$ cat src/rtl/motor_pkg.sv
// motor_pkg: encodings shared by motor_sequencer, the Motor driver and the
// house-level request logic.
//   state_t  : sequencer FSM states
//   req_t    : effective request out of the arbiter
//   CMD_*    : 2-bit Motor command encodings (11 is never used)
//   DIR_*    : direction encoding of auto_dir and of the latched reversal target
package motor_pkg;

    typedef enum logic [2:0] {
        ST_IDLE,
        ST_UP,
        ST_DOWN,
        ST_DEAD,
        ST_FAULT
    } state_t;

    typedef enum logic [1:0] {
        REQ_NONE,
        REQ_STOP,
        REQ_UP,
        REQ_DOWN
    } req_t;

    localparam logic [1:0] CMD_STOP = 2'b00;
    localparam logic [1:0] CMD_UP   = 2'b01;
    localparam logic [1:0] CMD_DOWN = 2'b10;

    localparam logic DIR_UP   = 1'b1;
    localparam logic DIR_DOWN = 1'b0;

endpackage

$ cat src/rtl/motor_sequencer_if.sv
// motor_sequencer_if: request/status bundle between house logic and the
// sequencer.
//   master : house side - drives requests, limit flags and fault_clr
//   slave  : sequencer side - drives cmd, status flags and auto_ready
interface motor_sequencer_if;
    logic       man_up;
    logic       man_down;
    logic       man_stop;
    logic       auto_valid;
    logic       auto_dir;
    logic       auto_ready;
    logic       tope_a_s;
    logic       tope_b_s;
    logic       fault_clr;
    logic [1:0] cmd;
    logic       busy;
    logic       at_top;
    logic       at_bottom;
    logic       fault;

    modport master (
        output man_up, man_down, man_stop, auto_valid, auto_dir,
        output tope_a_s, tope_b_s, fault_clr,
        input  auto_ready, cmd, busy, at_top, at_bottom, fault
    );

    modport slave (
        input  man_up, man_down, man_stop, auto_valid, auto_dir,
        input  tope_a_s, tope_b_s, fault_clr,
        output auto_ready, cmd, busy, at_top, at_bottom, fault
    );
endinterface

$ cat src/rtl/motor_req_arb.sv
// motor_req_arb: combinational priority arbiter.
//   in  : man_up, man_down, man_stop, auto_valid, auto_dir,
//         idle (sequencer idle and out of reset), fault
//   out : req (effective request), auto_ready
// Priority: man_stop, then manual direction (both together = stop), then an
// auto request that is handshaken this cycle.
module motor_req_arb
    import motor_pkg::*;
(
    input  logic man_up,
    input  logic man_down,
    input  logic man_stop,
    input  logic auto_valid,
    input  logic auto_dir,
    input  logic idle,
    input  logic fault,
    output req_t req,
    output logic auto_ready
);

    always_comb begin
        auto_ready = idle & ~(man_up | man_down | man_stop) & ~fault;
        req        = REQ_NONE;
        if (man_stop || (man_up && man_down))
            req = REQ_STOP;
        else if (man_up)
            req = REQ_UP;
        else if (man_down)
            req = REQ_DOWN;
        else if (auto_valid && auto_ready)
            req = (auto_dir == DIR_UP) ? REQ_UP : REQ_DOWN;
    end

endmodule

$ cat src/rtl/motor_sequencer.sv
// motor_sequencer: drives the Motor cmd from manual/auto requests, stops on
// the driver's limit flags and inserts a stopped dead time before reversals.
//   clk, reset (async, active low)
//   bus (slave): requests, limit flags, fault_clr in; cmd, busy, at_top,
//                at_bottom, fault, auto_ready out
// Optional: define MOTOR_SEQ_TIMEOUT_EN to add the travel timeout that latches
// FAULT until fault_clr. Without it fault stays 0 and fault_clr is ignored.
module motor_sequencer
    import motor_pkg::*;
#(
    parameter int DEAD_CYCLES    = 1000,
    parameter int TIMEOUT_CYCLES = 100000,
    parameter int CNT_W          = 24
) (
    input  logic               clk,
    input  logic               reset,
    motor_sequencer_if.slave   bus
);

`ifdef MOTOR_SEQ_TIMEOUT_EN
    localparam bit TIMEOUT_EN = 1'b1;
`else
    localparam bit TIMEOUT_EN = 1'b0;
`endif

    localparam logic [CNT_W-1:0] DEAD_LAST = CNT_W'(DEAD_CYCLES - 1);
    localparam logic [CNT_W-1:0] TO_LAST   = CNT_W'(TIMEOUT_CYCLES - 1);

    state_t           state_q, state_d;
    logic [CNT_W-1:0] cnt_q, cnt_d, cnt_inc;
    logic             pend_q, pend_d;
    logic             top_q, top_d, bot_q, bot_d;
    logic [1:0]       cmd_q;
    logic             busy_q, fault_q;
    logic             moving_up, hit_limit, pend_limit;
    req_t             req;

    // idle is gated with reset so auto_ready reads 0 while reset is held
    motor_req_arb u_arb (
        .man_up     (bus.man_up),
        .man_down   (bus.man_down),
        .man_stop   (bus.man_stop),
        .auto_valid (bus.auto_valid),
        .auto_dir   (bus.auto_dir),
        .idle       ((state_q == ST_IDLE) && reset),
        .fault      (fault_q),
        .req        (req),
        .auto_ready (bus.auto_ready)
    );

    always_comb begin
        state_d    = state_q;
        cnt_d      = cnt_q;
        pend_d     = pend_q;
        top_d      = top_q;
        bot_d      = bot_q;
        cnt_inc    = (&cnt_q) ? cnt_q : cnt_q + CNT_W'(1);  // saturate, never wrap
        moving_up  = (state_q == ST_UP);
        hit_limit  = moving_up ? bus.tope_a_s : bus.tope_b_s;
        pend_limit = 1'b0;
        unique case (state_q)
            ST_IDLE: begin
                if ((req == REQ_UP && !bus.tope_a_s) || (req == REQ_DOWN && !bus.tope_b_s)) begin
                    state_d = (req == REQ_UP) ? ST_UP : ST_DOWN;
                    cnt_d   = '0;
                    top_d   = 1'b0;
                    bot_d   = 1'b0;
                end
            end
            ST_UP, ST_DOWN: begin
                // limit wins over everything so cmd drops on the same edge
                if (hit_limit) begin
                    state_d = ST_IDLE;
                    top_d   = moving_up;
                    bot_d   = ~moving_up;
                end else if (TIMEOUT_EN && cnt_q == TO_LAST) begin
                    state_d = ST_FAULT;
                end else if (req == REQ_STOP) begin
                    state_d = ST_IDLE;
                end else if (req == (moving_up ? REQ_DOWN : REQ_UP)) begin
                    state_d = ST_DEAD;
                    cnt_d   = '0;
                    pend_d  = moving_up ? DIR_DOWN : DIR_UP;
                end else if (TIMEOUT_EN) begin
                    cnt_d = cnt_inc;
                end
            end
            ST_DEAD: begin
                if (req == REQ_STOP) begin
                    state_d = ST_IDLE;
                end else begin
                    // a newer direction request retargets without restarting the count
                    if (req == REQ_UP)
                        pend_d = DIR_UP;
                    else if (req == REQ_DOWN)
                        pend_d = DIR_DOWN;
                    pend_limit = (pend_d == DIR_UP) ? bus.tope_a_s : bus.tope_b_s;
                    if (cnt_q == DEAD_LAST) begin
                        if (pend_limit) begin
                            state_d = ST_IDLE;
                        end else begin
                            state_d = (pend_d == DIR_UP) ? ST_UP : ST_DOWN;
                            cnt_d   = '0;
                            top_d   = 1'b0;
                            bot_d   = 1'b0;
                        end
                    end else begin
                        cnt_d = cnt_inc;
                    end
                end
            end
            ST_FAULT: begin
                if (bus.fault_clr)
                    state_d = ST_IDLE;
            end
            default: state_d = ST_IDLE;
        endcase
    end

    // outputs are registered from the next state so they change on the
    // same edge that samples the request
    always_ff @(posedge clk or negedge reset) begin
        if (!reset) begin
            state_q <= ST_IDLE;
            cnt_q   <= '0;
            pend_q  <= DIR_DOWN;
            top_q   <= 1'b0;
            bot_q   <= 1'b0;
            cmd_q   <= CMD_STOP;
            busy_q  <= 1'b0;
            fault_q <= 1'b0;
        end else begin
            state_q <= state_d;
            cnt_q   <= cnt_d;
            pend_q  <= pend_d;
            top_q   <= top_d;
            bot_q   <= bot_d;
            cmd_q   <= (state_d == ST_UP)   ? CMD_UP   :
                       (state_d == ST_DOWN) ? CMD_DOWN : CMD_STOP;
            busy_q  <= (state_d != ST_IDLE);
            fault_q <= TIMEOUT_EN && (state_d == ST_FAULT);
        end
    end

    assign bus.cmd       = cmd_q;
    assign bus.busy      = busy_q;
    assign bus.at_top    = top_q;
    assign bus.at_bottom = bot_q;
    assign bus.fault     = fault_q;

endmodule

$ cat src/flat_wrapper.sv
// flat-port wrapper written by rule: the top's interface ports become plain ports
module motor_sequencer_flat import motor_pkg::*;
#(
    parameter int DEAD_CYCLES    = 1000,
    parameter int TIMEOUT_CYCLES = 100000,
    parameter int CNT_W          = 24
)
  (clk, reset, bus_man_up, bus_man_down, bus_man_stop, bus_auto_valid, bus_auto_dir, bus_tope_a_s, bus_tope_b_s, bus_fault_clr, bus_auto_ready, bus_cmd, bus_busy, bus_at_top, bus_at_bottom, bus_fault);
  motor_sequencer_if bus_i ();
  input  logic clk;
  input  logic reset;
  input wire logic [$bits(bus_i.man_up)-1:0] bus_man_up;
  input wire logic [$bits(bus_i.man_down)-1:0] bus_man_down;
  input wire logic [$bits(bus_i.man_stop)-1:0] bus_man_stop;
  input wire logic [$bits(bus_i.auto_valid)-1:0] bus_auto_valid;
  input wire logic [$bits(bus_i.auto_dir)-1:0] bus_auto_dir;
  input wire logic [$bits(bus_i.tope_a_s)-1:0] bus_tope_a_s;
  input wire logic [$bits(bus_i.tope_b_s)-1:0] bus_tope_b_s;
  input wire logic [$bits(bus_i.fault_clr)-1:0] bus_fault_clr;
  output wire logic [$bits(bus_i.auto_ready)-1:0] bus_auto_ready;
  output wire logic [$bits(bus_i.cmd)-1:0] bus_cmd;
  output wire logic [$bits(bus_i.busy)-1:0] bus_busy;
  output wire logic [$bits(bus_i.at_top)-1:0] bus_at_top;
  output wire logic [$bits(bus_i.at_bottom)-1:0] bus_at_bottom;
  output wire logic [$bits(bus_i.fault)-1:0] bus_fault;
  assign bus_i.man_up = bus_man_up;
  assign bus_i.man_down = bus_man_down;
  assign bus_i.man_stop = bus_man_stop;
  assign bus_i.auto_valid = bus_auto_valid;
  assign bus_i.auto_dir = bus_auto_dir;
  assign bus_i.tope_a_s = bus_tope_a_s;
  assign bus_i.tope_b_s = bus_tope_b_s;
  assign bus_i.fault_clr = bus_fault_clr;
  assign bus_auto_ready = bus_i.auto_ready;
  assign bus_cmd = bus_i.cmd;
  assign bus_busy = bus_i.busy;
  assign bus_at_top = bus_i.at_top;
  assign bus_at_bottom = bus_i.at_bottom;
  assign bus_fault = bus_i.fault;
  motor_sequencer #(.DEAD_CYCLES(DEAD_CYCLES), .TIMEOUT_CYCLES(TIMEOUT_CYCLES), .CNT_W(CNT_W)) u_core (.clk(clk), .reset(reset), .bus(bus_i));
endmodule
$ cat config.mk
export PLATFORM = sky130hd
export DESIGN_NAME = motor_sequencer_flat
export DESIGN_NICKNAME = d
export VERILOG_FILES = /design/src/rtl/motor_pkg.sv /design/src/rtl/motor_sequencer_if.sv /design/src/rtl/motor_req_arb.sv /design/src/rtl/motor_sequencer.sv /design/src/flat_wrapper.sv
export SDC_FILE = /design/constraint.sdc
export NUM_CORES = 1
export LEC_CHECK = 0
export CORE_MARGIN = 4
export CORE_UTILIZATION = 50
export DETAILED_ROUTE_END_ITERATION = 8
export PLACE_DENSITY = 0.72
export SLEW_MARGIN = 5
export SYNTH_ARGS = -nofsm -noshare
export SYNTH_HDL_FRONTEND = slang
export SYNTH_SLANG_ARGS = --single-unit
$ cat constraint.sdc
create_clock -name clk -period 4.1 [get_ports clk]
set_input_delay 0.82 -clock clk [delete_from_list [all_inputs] [get_ports clk]]
set_output_delay 0.82 -clock clk [all_outputs]
set_load 0.01 [all_outputs]
==> reports/qor.csv <==
metric,value,unit
status,"finished, final reports clean",
Avg Inst Size Synth,8.67,um2
hold-fix buffers at CTS,0,
fmax,312,MHz
clock root cell,clkbuf_8,
HP Class,primary input to asynchronous set/reset pin,
DP Wirelength,3.78,mm
Multi-input gate area,1320,um2
length in cells of the worst reg-to-reg path,8,
GRT overflow,0,
first-pass GRT wire length,9.11,mm
Worst Slack Setup Final,894,ps
vias in the first global route,1909,
Synth top area share,0.365,
share of cells above drive strength 1,0.103,
CTS tree,done,
clock latency on the worst-skew pair,290,ps
Final Util,0.584,
vias per cell,6.37,
CTS resizes,0,
Worst-Margin Slew,763,ps
WS Path Type,primary input to output port,
clk sinks,33,
main area contributors after synthesis,"dfrtp_1 36%, a31oi_1 5.5%, nand2_1 4.6%",
Max Slew Vio Count,0,
Synth-to-Final Area Change,12.4,%
post-route ant nets,0,
register bit total from synthesis,33,
Period minus WS final,3210,ps
asr flop ratio synth,1.00,
H-tree depth reported by CTS,2,
post-synthesis mux area share,0.0343,
post-synthesis xor/xnor area fraction,0.00387,
Initial Util,0.520,
I/O pin count,17,
Synth Area in Simple Gates,0.287,
Worst Path Required,3280,ps
CTS Buf Count,5,
Syn Nets,272,
synth warn,0,
Critical R2R Launch,u_core.cnt_q[0]$_DFFE_PN0P_,
Leakage Power,0.984,nW
Finished Cell Area,2540,um2
Cell Pwr Density,320,nW/um2
crit start category,primary input,
critical path endpoint category,output port,
Residual DRC,0,
Final Non-Filler Cells,325,
initial antenna violation count,0,
Antenna Cells,0,
placed instance area,2430,um2
"count leader, synth",dfrtp_1,
Post-Syn Area,2260,um2
sequential cell area,826,um2
RePlAce Congestion,0.886,
Filler Cell Count,388,
Worst Path Max Fanout,11,
largest net degree at the start of global routing,32,
FP Rows,24,
critical path arrival,2390,ps
max_slew headroom,0.486,
Hold Slack,347,ps
Cells after DPL,317,
FF-to-FF End,u_core.cnt_q[12]$_DFFE_PN0P_,
Fin Setup TNS,0,ps
# setup viols final,0,
DRT Pass-1 Iters,5,
Post-CTS Setup Inserts,0,
DR vias,2071,
DRT iter0 DRCs,158,
Die Height,75.3,um
Pwr Total,0.815,mW
nets@finish,283,
GRT Util Overall,0.209,
Die X,75.3,um
top post-synthesis cells by count,"33 x dfrtp_1, 28 x nand2_1, 20 x a31oi_1",
ys flop type,dfrtp_1,
Yosys cell types,59,
"Hold Vio Cnt, Final",0,
post-synthesis sequential area ratio,0.365,
drt total wl,5.38,mm
worst clock skew,7.37,ps
clk buf depth,2,
largest family of logic cells by synthesized area,simple AND/OR/NAND/NOR gates,
Synth Area in Adders,0.00553,
# port buffers,15,
number of synthesized flops with an enable pin,0,
pre-CTS WS,787,ps
Core Region,4350,um2
cell taking the most area after synthesis,dfrtp_1,
Max Cap Viol,0,
Tcrit/Tclk final,0.782,
Synth Instances,261,
"Reg clk slew, reported paths",70,ps
Synth Area in Compound Gates,0.252,
RSZ-0062 raised after global routing,false,
Worst VDD drop,0.187,mV
reg2reg setup slack,1480,ps
full die area,5670,um2
Avg WL per Cell,16.6,um
how the worst max path moves through the flow:
stage	startpoint	to	slack, ps	cells after the start
floorplan	bus_man_up	u_core.cnt_q[19]$_DFFE_PN0P_	1580	7
global placement	bus_man_up	u_core.cnt_q[5]$_DFFE_PN0P_	880	8
detailed placement	bus_man_up	u_core.cnt_q[23]$_DFFE_PN0P_	790	8
CTS	bus_man_up	bus_auto_ready	890	3
global route	bus_man_stop	bus_auto_ready	830	4
finish	bus_man_stop	bus_auto_ready	890	4
cell type report:
cell class / instances / share of cell area
Tap cell: 52 / 0.0256
Multi-Input combinational cell: 203 / 0.520
Clock buffer: 5 / 0.0270
Timing Repair Buffer: 20 / 0.0718
Sequential cell: 33 / 0.324
Clock inverter: 3 / 0.0182
Inverter: 9 / 0.0133
report_power, final:
group	internal, mW	switching (mW)
Clock	0.182	0.127
Sequential	0.345	0.0225
Combinational	0.0657	0.0733
placed cells by master (no fill, tap or decap), types with 3 or more instances in the layout:
cell and count:
a211o_1 3, a21o_1 3, a21oi_1 12, a31oi_1 20, a41oi_1 5, and2_1 3, and3_1 7, and4_1 4
buf_4 5, clkbuf_8 5, clkdlybuf4s50_1 14, dfrtp_1 33, inv_1 9, mux2i_1 4, nand2_1 28, nand2b_1 7
nand3_1 10, nand4_1 8, nor2_1 14, nor3_1 8, nor3b_1 4, nor4_1 6, o211ai_1 4, o21ai_0 7
metal layers:
layer	wire [um]	global-route usage	vias to the layer above
met4	95	0.0874	0
met5	0	0	-
met2	2550	0.336	46
met3	225	0.0374	9
li1	-	-	1023
met1	2510	0.278	993
logic make-up (layout without fill, tap and decap cells):
logic type,count (synthesis),count (layout)
compound gates,78,78
other cells,1,1
fa+ha+maj,1,1
flops,33,33
xor+xnor,1,1
simple gates,115,115
mux,7,7
buf+inv,25,37
sequential cells by signal (all words and copies together) (netlist names):
signal	flops
u_core.pend_q	1
u_core.state_q	3
u_core.bus.at_bottom	1
u_core.bus.busy	1
u_core.cnt_q	24
u_core.bus.at_top	1
u_core.bus.cmd	2
critical path, cell delays in order:
cell and delay, ps:
clkdlybuf4s50_1 590, nand2b_1 230, nor4_1 160, clkdlybuf4s50_1 580
(Power assumes the default switching activity.)
